==> src/rtl/sha256_padder.sv <==
// SHA-256 message padder: forwards message bytes, then 0x80, zero fill and the
// 64-bit big-endian bit length, so the output is always whole 64-byte blocks.
//
// state   | meaning
// IDLE    | no message in flight, counters cleared, waiting for first byte or msg_empty
// MSG     | forwarding message bytes
// PAD80   | loading the 0x80 terminator
// ZERO    | loading zero fill up to position 55
// LEN     | loading the 8 length bytes, MSB first
// FLUSH   | waiting for the final byte to leave the output register
module sha256_padder (
  input  logic       clk,
  input  logic       rst,
  input  logic       msg_empty,
  input  logic [7:0] msg_data,
  input  logic       msg_valid,
  input  logic       msg_last,
  output logic       msg_ready,
  output logic [7:0] out_data,
  output logic       out_valid,
  output logic       out_first,
  output logic       out_last,
  input  logic       out_ready,
  output logic       busy
);

  typedef enum logic [2:0] {
    S_IDLE,
    S_MSG,
    S_PAD80,
    S_ZERO,
    S_LEN,
    S_FLUSH
  } state_t;

  state_t      state;
  logic [60:0] byte_cnt;
  logic [5:0]  pos;
  logic [2:0]  len_idx;
  logic        first_pend;

  logic        reg_free;
  logic        out_xfer;
  logic        in_xfer;
  logic [5:0]  next_pos;
  logic [63:0] len_bits;
  logic [63:0] len_shift;
  logic [7:0]  len_byte;

  assign reg_free  = !out_valid || out_ready;
  assign out_xfer  = out_valid && out_ready;
  assign msg_ready = ((state == S_IDLE) || (state == S_MSG)) && reg_free;
  assign in_xfer   = msg_valid && msg_ready;
  assign busy      = (state != S_IDLE);

  // Position the next loaded byte will occupy; a pending byte always leaves
  // before the new one, so this does not depend on out_ready.
  assign next_pos  = pos + {5'b0, out_valid};

  assign len_bits  = {byte_cnt, 3'b000};
  assign len_shift = len_bits << {len_idx, 3'b000};
  assign len_byte  = len_shift[63:56];

  always_ff @(posedge clk) begin
    if (rst) begin
      state      <= S_IDLE;
      byte_cnt   <= '0;
      pos        <= '0;
      len_idx    <= '0;
      first_pend <= 1'b0;
      out_data   <= 8'h00;
      out_valid  <= 1'b0;
      out_first  <= 1'b0;
      out_last   <= 1'b0;
    end else begin
      if (out_xfer) begin
        out_valid <= 1'b0;
        pos       <= pos + 6'd1;
      end
      case (state)
        S_IDLE: begin
          byte_cnt   <= '0;
          pos        <= '0;
          len_idx    <= '0;
          first_pend <= 1'b0;
          if (in_xfer) begin
            out_data  <= msg_data;
            out_valid <= 1'b1;
            out_first <= 1'b1;
            out_last  <= 1'b0;
            byte_cnt  <= 61'd1;
            state     <= msg_last ? S_PAD80 : S_MSG;
          end else if (msg_empty) begin
            first_pend <= 1'b1;
            state      <= S_PAD80;
          end
        end
        S_MSG: begin
          if (in_xfer) begin
            out_data  <= msg_data;
            out_valid <= 1'b1;
            out_first <= 1'b0;
            byte_cnt  <= byte_cnt + 61'd1;
            if (msg_last) state <= S_PAD80;
          end
        end
        S_PAD80: begin
          if (reg_free) begin
            out_data   <= 8'h80;
            out_valid  <= 1'b1;
            out_first  <= first_pend;
            first_pend <= 1'b0;
            state      <= (next_pos == 6'd55) ? S_LEN : S_ZERO;
          end
        end
        S_ZERO: begin
          if (reg_free) begin
            out_data  <= 8'h00;
            out_valid <= 1'b1;
            out_first <= 1'b0;
            if (next_pos == 6'd55) state <= S_LEN;
          end
        end
        S_LEN: begin
          if (reg_free) begin
            out_data  <= len_byte;
            out_valid <= 1'b1;
            out_first <= 1'b0;
            len_idx   <= len_idx + 3'd1;
            if (len_idx == 3'd7) begin
              out_last <= 1'b1;
              state    <= S_FLUSH;
            end
          end
        end
        S_FLUSH: begin
          if (out_xfer) begin
            out_last <= 1'b0;
            state    <= S_IDLE;
          end
        end
        default: state <= S_IDLE;
      endcase
    end
  end

endmodule

==> config.mk <==
export PLATFORM = sky130hd
export DESIGN_NAME = sha256_padder
export DESIGN_NICKNAME = d
export VERILOG_FILES = /design/src/rtl/sha256_padder.sv
export SDC_FILE = /design/constraint.sdc
export NUM_CORES = 1
export LEC_CHECK = 0
export CAP_MARGIN = 40
export CORE_MARGIN = 2
export CORE_UTILIZATION = 60
export CTS_CLUSTER_SIZE = 28
export DETAILED_ROUTE_END_ITERATION = 7
export HOLD_SLACK_MARGIN = 0.05
export PLACE_DENSITY = 0.8
export SLEW_MARGIN = 20
export SYNTH_ARGS = -nofsm -noshare
export SYNTH_HDL_FRONTEND = slang
export SYNTH_SLANG_ARGS = --single-unit
==> constraint.sdc <==
create_clock -name clk -period 5 [get_ports clk]
set_clock_uncertainty 0.1 [all_clocks]
set_input_delay 1.5 -clock clk [delete_from_list [all_inputs] [get_ports clk]]
set_output_delay 1.5 -clock clk [all_outputs]
set_load 0.005 [all_outputs]
[Word-level counts from Yosys, hierarchy flattened]
Index checks and enable logic that the tools add are counted.
Widths: inputs -> output; s select.
Word-level totals
  register bits after elaboration: 85
  bits of input ports: 14
  output and inout port bits: 13
  logic and storage cells: 97
Operators by class
  add/sub/neg operators: 4
  eq/ne operators: 19
  shift-type cells: 1
  muxes and demuxes: 39
  reductions and logical operators: 25
Operators with widths (count)
  $pmux 61 s2: 1
  $shl 64x6->64: 1
  $add 61x1->61 const B: 1
  $mux 61: 1
  $mux 3: 12
  $mux 8: 4
  $pmux 8 s4: 1
  $ne 2x2->1 const B: 9
  $pmux 3 s6: 1
  $reduce_and 5->1: 3
  $mux 1: 13
  $eq 3x3->1 const B: 3
  $reduce_and 9->1: 1
  $reduce_bool 4->1: 2
  $add 6x1->6: 1
  $add 6x1->6 const B: 1
  $eq 3x2->1 const B: 2
  $eq 6x6->1 const B: 1
  $pmux 3 s2: 1
  $reduce_and 2->1: 3
  $reduce_bool 2->1: 3
  $reduce_bool 3->1: 2
  $reduce_or 2->1: 3
  $ne 2x1->1 const B: 2
  other kinds (12): 16

[Depth between registers and ports, before layout]
  depth in word-level cells: 6
  depth in mapped cells: 8
  depth with buffers taken out: 7

[Worst setup path after synthesis]
OpenSTA, ideal clock, no wires.
  kind: input to output
  from: input out_ready
  to: output msg_ready
  data arrival time: 1.811 ns
  required time: 3.400 ns
  path slack: 1.589 ns
  stages: 2
  path buffers: 0
  cell sequence: nor2b_1 -> nor2_1
Between the ends
  word-level cells in the longest chain between the ends: 2
Ends and longest elaborated chain
  start, declared: line 23  | input logic out_ready,
  $logic_or 1x1->1: line 50  | assign reg_free = !out_valid || out_ready;
  $logic_and 1x1->1: line 52  | assign msg_ready = ((state == S_IDLE) || (state == S_MSG)) && reg_free;
  end, declared: line 18  | output logic msg_ready,
Every way passes these cells.

[Worst setup path in the final report]
Ends and elaborated chain as after synthesis.

==> impl_metrics.ini <==
[place]
post_dp_cell_area_um2 = 5130
dp.cells = 673
pre_cts_ws_ns = 0.540
routabilityCongestion = 0.908
io_buffers = 26
hpwl_um = 8570

[routing]
antenna_left = 0
wl_um = 12300
drt-pass1-iter-count = 8
avgRoutedWirePerCell_um = 17.8
wl_met1_um = 5380
drt-initial-drc-count = 358
route.met2.wl_um = 5380
top_layer = met4
drc = 0
vias_per_cell = 6.62
num_vias = 4565
wl_met3_um = 1340

[global_route]
grt_use_total_pct = 29.9
grt_pass1_vias = 4218
grt_remaining_overflow = 0
grt_max_degree = 36
antenna_found_initial = 0
grt_pass1_wl_um = 21000

[layout]
final_area_um2 = 5370
diodes = 0
fin_cells = 690
drive_gt1_share_pct = 8.67
area_growth_pct = 11.0
fillers = 625
fin_nets = 603

[floorplan]
io_pins = 27
rows = 32
design.core.area_um2 = 7770
die_width_um = 93.8
die_h_um = 93.8
initial_core_util_pct = 62.3
die-area_um2 = 8800

[worst_setup_path]
path_max_fanout = 6
worst-setup-path-type = in -> out
cp.arrival_ns = 2.88
critPathLaunchType = input port
crit_required_ns = 3.40
end_kind = primary output

[power_and_ir_drop]
cellLeakagePower_nw = 1.61
power.total_mw = 1.68
powerDensity_nw_per_um2 = 312
ir_drop_v = 0.000141

[synthesis]
synth_area_um2 = 4840
synth_flop_cell = dfxtp_1
ys_seq_area_share_pct = 35.2
yosys_register_bits = 85
avgSynthCellArea_um2 = 8.37
async_reset_ff_share_pct = 0
synth_warnings = 0
yosysTopAreaCell = dfxtp_1
netlist_instances = 578
synth_edf_count = 0
synthTopCellsByArea = dfxtp_1 (35%), mux4_2 (6.0%), a21oi_1 (5.1%)
syn_nets = 598
yosysUniqueCellTypes = 53
synth_top_cell_area_share_pct = 35.2

[cts]
cts_sinks = 85
ctsHoldBuffers = 0
clk_latency_ns = 0.36
htreeDepth = 3
cts_setup_buffers = 0
cts_resized = 0
cts_tree = done
clk_path_buf_depth = 2
clkTransAtPathRegs_ns = 0.10
cts_root_buffer = clkbuf_8
cts_buffers = 9

[timing]
hold_viol = 0
max_freq_mhz = 223
slew_violations = 0
rsz0062_at_grt = false
slew_headroom_pct = 39.2
tns_ns = 0
finalSetupViolCount = 0
layout_setup_ws_ns = 0.518
tightest_slew_ns = 0.905
period_share_pct = 89.6
fin_crit_ns = 4.48

[job]
maxCapViolCount = 0

[min_path]
hold_class = reg -> reg

[run_status]
outcome = complete, no violations
per-stage QoR:
| stage | hold slack, ns | utilization [%] |
|---|---|---|
| floorplan | 0.344 | - |
| global placement | 0.345 | 65.9 |
| detailed placement | 0.348 | 66.1 |
| CTS | 0.362 | 69.0 |
| global route | 0.405 | 69.2 |
| finish | 0.360 | 69.2 |
Yosys cell counts, types with 2 or more instances:
cell and n:
a211oi_1 9, dfxtp_1 85, o21ai_0 13, ha_1 6, nor4_1 5, or3_1 15
nand2_1 38, buf_1 4, nor2_1 64, mux2i_1 10, nor2b_1 6, o41ai_1 4
mux4_2 13, o31ai_1 20, or2_2 2, and4_1 5, xnor2_1 7, or2_1 2
nor3_1 15, nand2b_1 4, nand3_1 37, o221a_2 2, nand4b_1 5, buf_2 2
nand3_2 2, o211ai_1 6, nand4_1 26, clkbuf_1 30, inv_1 13, a21oi_1 49
or4_1 25, and3_1 7, and2_1 4, xor2_1 21, a311oi_1 2, mux2_2 3
routing by layer:
metal  track usage [%]  up-vias
met4              9.78        0
met5                 0        -
met3              6.82       19
li1                  -     2174
met2              43.9      244
met1              43.3     2128
cell families after synthesis:
logic type	share of synthesized area (%)
mux	8.82
xor+xnor	5.07
compound gates	14.8
buf+inv	4.19
fa+ha+maj	1.55
flops	35.2
simple gates	30.4
report_power, final:
| part | switching, mW | internal [mW] |
|---|---|---|
| registers | 0.0406 | 0.710 |
| clock network | 0.256 | 0.294 |
| logic | 0.218 | 0.160 |
final timing paths:
check,startpoint,endpoint,slack [ns],cells past startpoint
max,out_ready,msg_ready,0.52,4
min,out_first$_SDFFE_PP0P_,out_first$_SDFFE_PP0P_,0.36,2
max reg2reg,state[1]$_SDFFE_PP0P_,byte_cnt[46]$_SDFFE_PP0P_,1.87,5
min reg2reg,out_first$_SDFFE_PP0P_,out_first$_SDFFE_PP0P_,0.36,2
registers in the layout, summed over array words and instances, names as in the netlist:
register and count:
byte_cnt 61, first_pend 1, len_idx 3, out_data 8, out_first 1, out_last 1
out_valid 1, pos 6, state 3
cell usage in the layout, fill, tap and decap left out, types with 7 or more instances in the layout:
master	netlist	routed
or3_1	15	15
nor3_1	15	15
clkbuf_8	0	10
o31ai_1	20	20
o21ai_0	13	13
a21oi_1	49	49
a211oi_1	9	9
nor2_1	64	64
mux4_2	13	13
dfxtp_1	85	85
or4_1	25	25
xnor2_1	7	7
clkdlybuf4s50_1	0	26
nand3_1	37	37
inv_1	13	13
nand4_1	26	26
and3_1	7	7
mux2i_1	10	10
nand2_1	38	38
xor2_1	21	21
critical path, stage by stage:
cell	delay, ns
clkdlybuf4s50_1	0.48
nor2b_1	0.32
nor2_1	0.11
clkdlybuf4s50_1	0.47
area by class of cell:
| class | instances | area (um^2) | area share [%] |
|---|---|---|---|
| clock buffers | 10 | 138 | 2.56 |
| well taps | 102 | 128 | 2.38 |
| flip-flops and latches | 85 | 1700 | 31.7 |
| multi-input cells | 442 | 2940 | 54.7 |
| repair buffers | 32 | 333 | 6.19 |
| inverters | 13 | 48.8 | 0.908 |
| clock inverters | 6 | 86.3 | 1.61 |
Power figures use the tool's default switching activity.
